--- config.mk ---
export PLATFORM = sky130hd
export DESIGN_NAME = mips_mc_ctrl_flat
export DESIGN_NICKNAME = d
export VERILOG_FILES = /design/src/rtl/mips_pkg.sv /design/src/rtl/mips_mc_ctrl_if.sv /design/src/rtl/mips_mem_wait.sv /design/src/rtl/mips_mc_ctrl.sv /design/src/flat_wrapper.sv
export SDC_FILE = /design/constraint.sdc
export NUM_CORES = 1
export LEC_CHECK = 0
export ABC_AREA = 1
export CORE_MARGIN = 4
export CORE_UTILIZATION = 43
export DETAILED_ROUTE_END_ITERATION = 10
export PLACE_DENSITY = 0.83
export SLEW_MARGIN = 10
export SYNTH_ARGS = -nofsm -noshare
export SYNTH_HDL_FRONTEND = slang
export SYNTH_HIERARCHICAL = 1
export SYNTH_SLANG_ARGS = --single-unit
--- constraint.sdc ---
create_clock -name clk -period 2.7 [get_ports clk]
set_input_delay 0.54 -clock clk [delete_from_list [all_inputs] [get_ports clk]]
set_output_delay 0.54 -clock clk [all_outputs]
set_load 0.005 [all_outputs]
--- src/rtl/mips_pkg.sv ---
// -----------------------------------------------------------------------------
// mips_pkg
// Shared constants for the multicycle MIPS control unit:
//   - 4-bit state codes (also exported on the debug `state` port)
//   - supported opcode values (IR[31:26])
//   - ALU-op, ALU-src-B and PC-source mux encodings
//   - ctrl_t: the bundle of every control output, so the top can build it
//     once and gate it with reset in a single place
// -----------------------------------------------------------------------------
package mips_pkg;

    // State codes. FETCH is 0, so a gated-off state output still reads FETCH.
    localparam logic [3:0] ST_FETCH     = 4'd0;
    localparam logic [3:0] ST_DECODE    = 4'd1;
    localparam logic [3:0] ST_MEM_ADDR  = 4'd2;
    localparam logic [3:0] ST_MEM_READ  = 4'd3;
    localparam logic [3:0] ST_MEM_WB    = 4'd4;
    localparam logic [3:0] ST_MEM_WRITE = 4'd5;
    localparam logic [3:0] ST_R_EXEC    = 4'd6;
    localparam logic [3:0] ST_R_WB      = 4'd7;
    localparam logic [3:0] ST_I_EXEC    = 4'd8;
    localparam logic [3:0] ST_I_WB      = 4'd9;
    localparam logic [3:0] ST_BRANCH    = 4'd10;
    localparam logic [3:0] ST_JUMP      = 4'd11;
    localparam logic [3:0] ST_ILLEGAL   = 4'd12;

    // Opcodes (IR[31:26]).
    localparam logic [5:0] OP_RTYPE = 6'h00;
    localparam logic [5:0] OP_LW    = 6'h23;
    localparam logic [5:0] OP_SW    = 6'h2B;
    localparam logic [5:0] OP_BEQ   = 6'h04;
    localparam logic [5:0] OP_J     = 6'h02;
    localparam logic [5:0] OP_ADDI  = 6'h08;

    // ALU operation select.
    localparam logic [1:0] ALU_ADD   = 2'd0;
    localparam logic [1:0] ALU_SUB   = 2'd1;
    localparam logic [1:0] ALU_FUNCT = 2'd2;

    // ALU source-B select.
    localparam logic [1:0] SRCB_B      = 2'd0;
    localparam logic [1:0] SRCB_FOUR   = 2'd1;
    localparam logic [1:0] SRCB_IMM    = 2'd2;
    localparam logic [1:0] SRCB_IMM_SH = 2'd3;

    // PC source select.
    localparam logic [1:0] PCSRC_ALU    = 2'd0;
    localparam logic [1:0] PCSRC_ALUOUT = 2'd1;
    localparam logic [1:0] PCSRC_JUMP   = 2'd2;

    typedef struct packed {
        logic       pc_en;
        logic       ir_en;
        logic       mdr_en;
        logic       ab_en;
        logic       aluout_en;
        logic       reg_write;
        logic       mem_read;
        logic       mem_write;
        logic       iord;
        logic       reg_dst;
        logic       mem_to_reg;
        logic       alu_src_a;
        logic [1:0] alu_src_b;
        logic [1:0] alu_op;
        logic [1:0] pc_source;
        logic       instr_done;
        logic       illegal;
        logic       mem_err;
    } ctrl_t;

    // States that wait on mem_ready and therefore run the timeout counter.
    function automatic logic is_mem_state(input logic [3:0] s);
        return (s == ST_FETCH) || (s == ST_MEM_READ) || (s == ST_MEM_WRITE);
    endfunction

endpackage

--- src/rtl/mips_mc_ctrl_if.sv ---
// -----------------------------------------------------------------------------
// mips_mc_ctrl_if
// Control bus between the multicycle control FSM and the datapath.
//   datapath -> ctrl : opcode, zero, mem_ready
//   ctrl -> datapath : register enables, mux selects, memory strobes,
//                      status pulses (instr_done, illegal, mem_err), state
// modport master : the control FSM
// modport slave  : the datapath / memory side
// -----------------------------------------------------------------------------
interface mips_mc_ctrl_if;

    logic [5:0] opcode;
    logic       zero;
    logic       mem_ready;

    logic       pc_en;
    logic       ir_en;
    logic       mdr_en;
    logic       ab_en;
    logic       aluout_en;
    logic       reg_write;
    logic       mem_read;
    logic       mem_write;
    logic       iord;
    logic       reg_dst;
    logic       mem_to_reg;
    logic       alu_src_a;
    logic [1:0] alu_src_b;
    logic [1:0] alu_op;
    logic [1:0] pc_source;
    logic       instr_done;
    logic       illegal;
    logic       mem_err;
    logic [3:0] state;

    modport master (
        input  opcode, zero, mem_ready,
        output pc_en, ir_en, mdr_en, ab_en, aluout_en, reg_write,
               mem_read, mem_write, iord, reg_dst, mem_to_reg,
               alu_src_a, alu_src_b, alu_op, pc_source,
               instr_done, illegal, mem_err, state
    );

    modport slave (
        output opcode, zero, mem_ready,
        input  pc_en, ir_en, mdr_en, ab_en, aluout_en, reg_write,
               mem_read, mem_write, iord, reg_dst, mem_to_reg,
               alu_src_a, alu_src_b, alu_op, pc_source,
               instr_done, illegal, mem_err, state
    );

endinterface

--- src/rtl/mips_mem_wait.sv ---
// -----------------------------------------------------------------------------
// mips_mem_wait
// Memory wait-state counter with timeout compare.
//   clk, rst_n : clock, async active-low reset
//   clr        : owning FSM is changing state this cycle
//   busy       : FSM is in a state that waits on memory
//   ready      : memory completes the access this cycle
//   expired    : ready is low and MEM_WAIT_MAX wait cycles have already elapsed
// The count tracks consecutive low-ready cycles inside one memory state.
// -----------------------------------------------------------------------------
module mips_mem_wait #(
    parameter int MEM_WAIT_MAX = 15
) (
    input  logic clk,
    input  logic rst_n,
    input  logic clr,
    input  logic busy,
    input  logic ready,
    output logic expired
);

    localparam int             CW    = $clog2(MEM_WAIT_MAX + 1);
    localparam logic [CW-1:0]  LIMIT = CW'(MEM_WAIT_MAX);

    logic [CW-1:0] cnt_q;
    logic [CW-1:0] cnt_d;

    // ready on the limit cycle wins: expired needs ready low.
    assign expired = busy && !ready && (cnt_q == LIMIT);

    always_comb begin
        // NOTE: default assignment first so every path drives cnt_d; no latch.
        cnt_d = cnt_q;
        // A timeout in FETCH loops back to FETCH without a state change,
        // so expiry clears the count on its own.
        if (clr || !busy || ready || expired) begin
            cnt_d = '0;
        end else begin
            cnt_d = cnt_q + CW'(1);
        end
    end

    always_ff @(posedge clk or negedge rst_n) begin
        if (!rst_n) begin
            cnt_q <= '0;
        end else begin
            // NOTE: non-blocking so every flop samples pre-edge values.
            cnt_q <= cnt_d;
        end
    end

endmodule

--- src/rtl/mips_mc_ctrl.sv ---
// -----------------------------------------------------------------------------
// mips_mc_ctrl
// Multicycle MIPS control FSM. Steps one instruction through fetch, decode,
// execute, memory and writeback, and is the only source of the datapath
// register enables, mux selects and memory strobes.
//   clk : rising-edge clock
//   rst : async active-low reset; also forces every output to 0 while low
//   bus : mips_mc_ctrl_if.master (opcode/zero/mem_ready in, controls out)
// Outputs decode from the current state; pc_en/ir_en/mdr_en and the memory
// completion pulses are additionally qualified by mem_ready and zero.
// -----------------------------------------------------------------------------
module mips_mc_ctrl
    import mips_pkg::*;
#(
    parameter int MEM_WAIT_MAX = 15
) (
    input  logic             clk,
    input  logic             rst,
    mips_mc_ctrl_if.master   bus
);

    logic [3:0] state_q;
    logic [3:0] state_d;
    ctrl_t      ctrl_d;
    ctrl_t      ctrl_out;
    logic       expired;
    logic       wait_clr;

    assign wait_clr = (state_d != state_q);

    mips_mem_wait #(.MEM_WAIT_MAX(MEM_WAIT_MAX)) u_wait (
        .clk     (clk),
        .rst_n   (rst),
        .clr     (wait_clr),
        .busy    (is_mem_state(state_q)),
        .ready   (bus.mem_ready),
        .expired (expired)
    );

    always_comb begin
        state_d = state_q;
        ctrl_d  = '0;
        case (state_q)
            ST_FETCH: begin
                ctrl_d.mem_read  = 1'b1;
                ctrl_d.alu_src_b = SRCB_FOUR;
                if (bus.mem_ready) begin
                    ctrl_d.ir_en = 1'b1;
                    ctrl_d.pc_en = 1'b1;
                    state_d      = ST_DECODE;
                end else if (expired) begin
                    ctrl_d.mem_err = 1'b1;
                end
            end
            ST_DECODE: begin
                ctrl_d.ab_en     = 1'b1;
                ctrl_d.aluout_en = 1'b1;
                ctrl_d.alu_src_b = SRCB_IMM_SH;
                case (bus.opcode)
                    OP_RTYPE:     state_d = ST_R_EXEC;
                    OP_LW, OP_SW: state_d = ST_MEM_ADDR;
                    OP_BEQ:       state_d = ST_BRANCH;
                    OP_J:         state_d = ST_JUMP;
                    OP_ADDI:      state_d = ST_I_EXEC;
                    default:      state_d = ST_ILLEGAL;
                endcase
            end
            ST_R_EXEC: begin
                ctrl_d.alu_src_a = 1'b1;
                ctrl_d.alu_op    = ALU_FUNCT;
                ctrl_d.aluout_en = 1'b1;
                state_d          = ST_R_WB;
            end
            ST_R_WB: begin
                ctrl_d.reg_write  = 1'b1;
                ctrl_d.reg_dst    = 1'b1;
                ctrl_d.instr_done = 1'b1;
                state_d           = ST_FETCH;
            end
            ST_I_EXEC, ST_MEM_ADDR: begin
                ctrl_d.alu_src_a = 1'b1;
                ctrl_d.alu_src_b = SRCB_IMM;
                ctrl_d.aluout_en = 1'b1;
                if (state_q == ST_I_EXEC) begin
                    state_d = ST_I_WB;
                end else begin
                    state_d = (bus.opcode == OP_LW) ? ST_MEM_READ : ST_MEM_WRITE;
                end
            end
            ST_I_WB: begin
                ctrl_d.reg_write  = 1'b1;
                ctrl_d.instr_done = 1'b1;
                state_d           = ST_FETCH;
            end
            ST_MEM_READ: begin
                ctrl_d.mem_read = 1'b1;
                ctrl_d.iord     = 1'b1;
                if (bus.mem_ready) begin
                    ctrl_d.mdr_en = 1'b1;
                    state_d       = ST_MEM_WB;
                end else if (expired) begin
                    ctrl_d.mem_err = 1'b1;
                    state_d        = ST_FETCH;
                end
            end
            ST_MEM_WB: begin
                ctrl_d.reg_write  = 1'b1;
                ctrl_d.mem_to_reg = 1'b1;
                ctrl_d.instr_done = 1'b1;
                state_d           = ST_FETCH;
            end
            ST_MEM_WRITE: begin
                ctrl_d.iord = 1'b1;
                // The write strobe drops on the abort cycle.
                ctrl_d.mem_write = !expired;
                if (bus.mem_ready) begin
                    ctrl_d.instr_done = 1'b1;
                    state_d           = ST_FETCH;
                end else if (expired) begin
                    ctrl_d.mem_err = 1'b1;
                    state_d        = ST_FETCH;
                end
            end
            ST_BRANCH: begin
                ctrl_d.alu_src_a  = 1'b1;
                ctrl_d.alu_op     = ALU_SUB;
                ctrl_d.pc_source  = PCSRC_ALUOUT;
                ctrl_d.pc_en      = bus.zero;
                ctrl_d.instr_done = 1'b1;
                state_d           = ST_FETCH;
            end
            ST_JUMP: begin
                ctrl_d.pc_source  = PCSRC_JUMP;
                ctrl_d.pc_en      = 1'b1;
                ctrl_d.instr_done = 1'b1;
                state_d           = ST_FETCH;
            end
            ST_ILLEGAL: begin
                // PC already advanced in FETCH, so the bad word is skipped.
                ctrl_d.illegal    = 1'b1;
                ctrl_d.instr_done = 1'b1;
                state_d           = ST_FETCH;
            end
            default: state_d = ST_FETCH;
        endcase
    end

    always_ff @(posedge clk or negedge rst) begin
        if (!rst) begin
            state_q <= ST_FETCH;
        end else begin
            state_q <= state_d;
        end
    end

    // Reset gates the outputs combinationally so nothing strobes while rst is low.
    assign ctrl_out = rst ? ctrl_d : '0;

    assign bus.pc_en      = ctrl_out.pc_en;
    assign bus.ir_en      = ctrl_out.ir_en;
    assign bus.mdr_en     = ctrl_out.mdr_en;
    assign bus.ab_en      = ctrl_out.ab_en;
    assign bus.aluout_en  = ctrl_out.aluout_en;
    assign bus.reg_write  = ctrl_out.reg_write;
    assign bus.mem_read   = ctrl_out.mem_read;
    assign bus.mem_write  = ctrl_out.mem_write;
    assign bus.iord       = ctrl_out.iord;
    assign bus.reg_dst    = ctrl_out.reg_dst;
    assign bus.mem_to_reg = ctrl_out.mem_to_reg;
    assign bus.alu_src_a  = ctrl_out.alu_src_a;
    assign bus.alu_src_b  = ctrl_out.alu_src_b;
    assign bus.alu_op     = ctrl_out.alu_op;
    assign bus.pc_source  = ctrl_out.pc_source;
    assign bus.instr_done = ctrl_out.instr_done;
    assign bus.illegal    = ctrl_out.illegal;
    assign bus.mem_err    = ctrl_out.mem_err;
    assign bus.state      = rst ? state_q : ST_FETCH;

endmodule

--- src/flat_wrapper.sv ---
// flat-port wrapper written by rule: the top's interface ports become plain ports
module mips_mc_ctrl_flat import mips_pkg::*;
#(
    parameter int MEM_WAIT_MAX = 15
)
  (clk, rst, bus_opcode, bus_zero, bus_mem_ready, bus_pc_en, bus_ir_en, bus_mdr_en, bus_ab_en, bus_aluout_en, bus_reg_write, bus_mem_read, bus_mem_write, bus_iord, bus_reg_dst, bus_mem_to_reg, bus_alu_src_a, bus_alu_src_b, bus_alu_op, bus_pc_source, bus_instr_done, bus_illegal, bus_mem_err, bus_state);
  mips_mc_ctrl_if bus_i ();
  input  logic clk;
  input  logic rst;
  input wire logic [$bits(bus_i.opcode)-1:0] bus_opcode;
  input wire logic [$bits(bus_i.zero)-1:0] bus_zero;
  input wire logic [$bits(bus_i.mem_ready)-1:0] bus_mem_ready;
  output wire logic [$bits(bus_i.pc_en)-1:0] bus_pc_en;
  output wire logic [$bits(bus_i.ir_en)-1:0] bus_ir_en;
  output wire logic [$bits(bus_i.mdr_en)-1:0] bus_mdr_en;
  output wire logic [$bits(bus_i.ab_en)-1:0] bus_ab_en;
  output wire logic [$bits(bus_i.aluout_en)-1:0] bus_aluout_en;
  output wire logic [$bits(bus_i.reg_write)-1:0] bus_reg_write;
  output wire logic [$bits(bus_i.mem_read)-1:0] bus_mem_read;
  output wire logic [$bits(bus_i.mem_write)-1:0] bus_mem_write;
  output wire logic [$bits(bus_i.iord)-1:0] bus_iord;
  output wire logic [$bits(bus_i.reg_dst)-1:0] bus_reg_dst;
  output wire logic [$bits(bus_i.mem_to_reg)-1:0] bus_mem_to_reg;
  output wire logic [$bits(bus_i.alu_src_a)-1:0] bus_alu_src_a;
  output wire logic [$bits(bus_i.alu_src_b)-1:0] bus_alu_src_b;
  output wire logic [$bits(bus_i.alu_op)-1:0] bus_alu_op;
  output wire logic [$bits(bus_i.pc_source)-1:0] bus_pc_source;
  output wire logic [$bits(bus_i.instr_done)-1:0] bus_instr_done;
  output wire logic [$bits(bus_i.illegal)-1:0] bus_illegal;
  output wire logic [$bits(bus_i.mem_err)-1:0] bus_mem_err;
  output wire logic [$bits(bus_i.state)-1:0] bus_state;
  assign bus_i.opcode = bus_opcode;
  assign bus_i.zero = bus_zero;
  assign bus_i.mem_ready = bus_mem_ready;
  assign bus_pc_en = bus_i.pc_en;
  assign bus_ir_en = bus_i.ir_en;
  assign bus_mdr_en = bus_i.mdr_en;
  assign bus_ab_en = bus_i.ab_en;
  assign bus_aluout_en = bus_i.aluout_en;
  assign bus_reg_write = bus_i.reg_write;
  assign bus_mem_read = bus_i.mem_read;
  assign bus_mem_write = bus_i.mem_write;
  assign bus_iord = bus_i.iord;
  assign bus_reg_dst = bus_i.reg_dst;
  assign bus_mem_to_reg = bus_i.mem_to_reg;
  assign bus_alu_src_a = bus_i.alu_src_a;
  assign bus_alu_src_b = bus_i.alu_src_b;
  assign bus_alu_op = bus_i.alu_op;
  assign bus_pc_source = bus_i.pc_source;
  assign bus_instr_done = bus_i.instr_done;
  assign bus_illegal = bus_i.illegal;
  assign bus_mem_err = bus_i.mem_err;
  assign bus_state = bus_i.state;
  mips_mc_ctrl #(.MEM_WAIT_MAX(MEM_WAIT_MAX)) u_core (.clk(clk), .rst(rst), .bus(bus_i));
endmodule
==> results.py <==
metrics = {
    "clock_network": {
        "insertion_delay_ps": 260,
        "cts_buffers": 3,
        "cts_htree_levels": 1,
        "postCtsHoldBufs": 0,
        "cts_root_buf": "clkbuf_4",
        "clk_pin_slew_ps": 60,
        "clockBufferDepth": 2,
        "cts_tree": "built",
        "cts_sinks": 8,
    },
    "setup_path": {
        "reg2reg_slack_ps": 430,
        "slowest_delay_ps": 510,
        "worstSetupStartpointType": "primary input",
        "r2r_start": "u_core/state_q[1]",
        "cp-end-kind": "output pin",
        "required_ps": 2160,
        "crit_chain": "clkdlybuf4s50_1, clkinv_1, buf_4, a31oi_2, nor2_1, inv_1, clkdlybuf4s50_1",
        "cp_data_arrival_time_ps": 2080,
        "r2r-end": "u_core/u_wait/cnt_q[3]",
        "reg2regPathDepth": 19,
        "crit_slowest_cell": "clkdlybuf4s50_1",
        "crit_top_cell": "clkdlybuf4s50_1",
        "crit_type": "in2out",
        "worstPathMaxFanout": 18,
    },
    "power": {
        "power.total_mw": 0.877,
        "combPwrFrac_pct": 67.3,
        "switching_share_pct": 45.4,
        "netSwitchingPower_mw": 0.398,
        "irDropWorstVdd_mv": 0.425,
        "power.share.clock_pct": 10.6,
        "internal_power_mw": 0.479,
        "power_density_nw_per_um2": 630,
        "p_leak_nw": 0.739,
        "seq_power_share_pct": 22.1,
    },
    "sta": {
        "post-route-min-period_ps": 2620,
        "hold_viol": 0,
        "min_period_over_period_pct": 97.1,
        "slew_headroom_pct": 81.9,
        "drv_slew": 0,
        "max_freq_ghz": 0.381,
        "setup_viol": 0,
        "worstMarginPinSlew_ps": 270,
        "finalSetupTns_ps": 0,
        "rsz0062_at_grt": "false",
        "finalClockSkew_ps": 6.96,
    },
    "logic_synthesis": {
        "synth_edf_count": 0,
        "ys.flop_type": "dfrtp_1",
        "synth_nets": 174,
        "synth_seq_cells": 8,
        "synth.top_cells.by_count": "40 x nand2_1, 37 x nor2_1, 26 x inv_1, 9 x nand3_1, 8 x dfrtp_1",
        "yosysWarnings": 6,
        "synth.most_common_cell": "nand2_1",
        "ys_seq_area_share_pct": 22.2,
        "synth.top_cell.area_share_pct": 22.2,
        "syn_inst": 163,
        "netlist_area_sq_um": 901,
        "yosys-top-cells-area": "dfrtp_1 22%, nand2_1 17%, nor2_1 15%",
        "synth.distinct_cells": 24,
        "syn_area_per_cell_sq_um": 5.53,
        "async_flop_share_pct": 100,
        "yosysTopAreaCell": "dfrtp_1",
    },
    "floorplan": {
        "dieHeight_microns": 53.8,
        "num_io_pins": 35,
        "die_w_microns": 53.8,
        "initial_core_util_pct": 45.5,
        "dieArea_sq_um": 2890,
        "rows": 16,
        "coreArea_sq_um": 1980,
    },
    "route": {
        "via_count": 1143,
        "firstDrtPassIters": 4,
        "vias_per_cell": 4.88,
        "wl_microns": 2640,
        "drt_iter0_drc": 31,
        "antenna_left": 0,
        "wl_per_cell_microns": 11.3,
        "route.detailed.drc": 0,
    },
    "finish": {
        "num-fill-cells": 165,
        "drive_gt1_share_pct": 18.4,
        "multiInputGateArea_sq_um": 599,
        "syn2layout_area_growth_pct": 54.6,
        "nets": 220,
        "seq_area_sq_um": 204,
        "antenna-diode-count": 0,
    },
    "place": {
        "hpwl_microns": 2240,
        "io_buffers": 34,
        "place_congestion": 0.886,
    },
    "job": {
        "cap_violations": 0,
    },
    "min_path": {
        "hold_path_depth": 1,
        "min_path_type": "reg2reg",
        "whs_endpoint": "u_core/u_wait/cnt_q[0]",
        "hp-start": "u_core/u_wait/cnt_q[0]",
    },
    "global_route": {
        "gr-usage-all-layers_pct": 19.1,
        "grt_max_degree": 19,
        "first_global_vias": 985,
        "globalRoute.totalOverflow": 0,
        "grt_pass1_wl_microns": 4090,
        "antenna_found_initial": 0,
    },
    "outcome": {
        "run_status": "finished, final reports clean",
    },
}
-- routing by layer --
| layer | routed length, microns | vias up | part of all wire, % | track usage [%] |
|---|---|---|---|---|
| met5 | 0 | - | 0 | 0 |
| met4 | 7 | 0 | 0.26 | 5.11 |
| met3 | 119 | 2 | 4.5 | 2.49 |
| met2 | 1410 | 34 | 53 | 37.3 |
| met1 | 1110 | 511 | 42 | 21.0 |
| li1 | - | 596 | - | - |
-- critical path: cells and delay by family --
kind / cells / cell delay (ps)
buffers and inverters: 5 / 1300
AOI/OAI and AO/OA: 1 / 180
and+or+nand+nor: 1 / 60
-- registers in the layout, indices dropped and copies added (netlist names) --
register             cells
u_core/state_q           4
u_core/u_wait/cnt_q      4
-- cell usage in the layout (no fill, tap or decap), types with 3 or more instances in the layout --
master	Yosys	routed
a21oi_1	4	4
buf_4	0	9
clkbuf_4	0	3
clkdlybuf4s50_1	0	32
dfrtp_1	8	5
dfrtp_2	0	3
inv_1	26	26
inv_2	6	6
nand2_1	40	40
nand2_2	5	5
nand3_1	9	9
nand4_1	3	3
nor2_1	37	35
nor2_2	3	3
nor2_4	1	3
-- what timing repair did --
| action | CTS | global route |
|---|---|---|
| resized for setup | 4 | 9 |
| endpoints found under the setup margin | 1 | 4 |
| buffers inserted | 1 | 0 |
| pin swaps | 1 | 1 |
-- power by group through the flow --
stage               Sequential [mW]  Clock, mW  Combinational [mW]
finish                        0.194     0.0932               0.590
global placement              0.186          0               0.537
detailed placement            0.187          0               0.547
CTS                           0.186     0.0965               0.565
global route                  0.196      0.104               0.655
floorplan                     0.179          0               0.310
-- cell families (layout without fill, tap and decap cells) --
group,Yosys count,in the layout,synth area share [%]
AOI/OAI and AO/OA,11,11,7.36
DFF,8,8,22.2
and+or+nand+nor,107,107,52.6
adders and majority gates,1,1,1.39
xor gates and xnor gates,1,1,0.972
buffers and inverters,35,79,15.4
-- layout make-up --
class / instances / share of cell area (%)
tap: 27 / 2.43
inverter: 33 / 8.89
timing repair buffer: 43 / 29.4
clock buffer: 3 / 1.62
multi-input combinational: 120 / 43.0
sequential: 8 / 14.6
-- through the flow --
stage	hold slack [ps]	setup slack [ps]	util, %	area, sq um	cells
floorplan	244	618	-	901	163
global placement	471	74.9	66.6	1320	230
detailed placement	477	-110	66.6	1320	230
CTS	485	31.0	68.7	1360	234
global route	514	0.204	70.3	1390	234
finish	488	78.1	70.3	1390	234
-- how the worst max path moves through the flow --
stage,startpoint,to,cells past startpoint
final,rst,bus_aluout_en,7
after global placement,bus_mem_ready,bus_mem_err,5
after floorplan,u_core/state_q[1],bus_mem_err,10
after detailed placement,bus_mem_ready,bus_mem_err,5
after global routing,u_core/state_q[1],bus_mem_err,10
after CTS,rst,bus_aluout_en,7
Note: power is estimated with default switching activity, not from simulation.
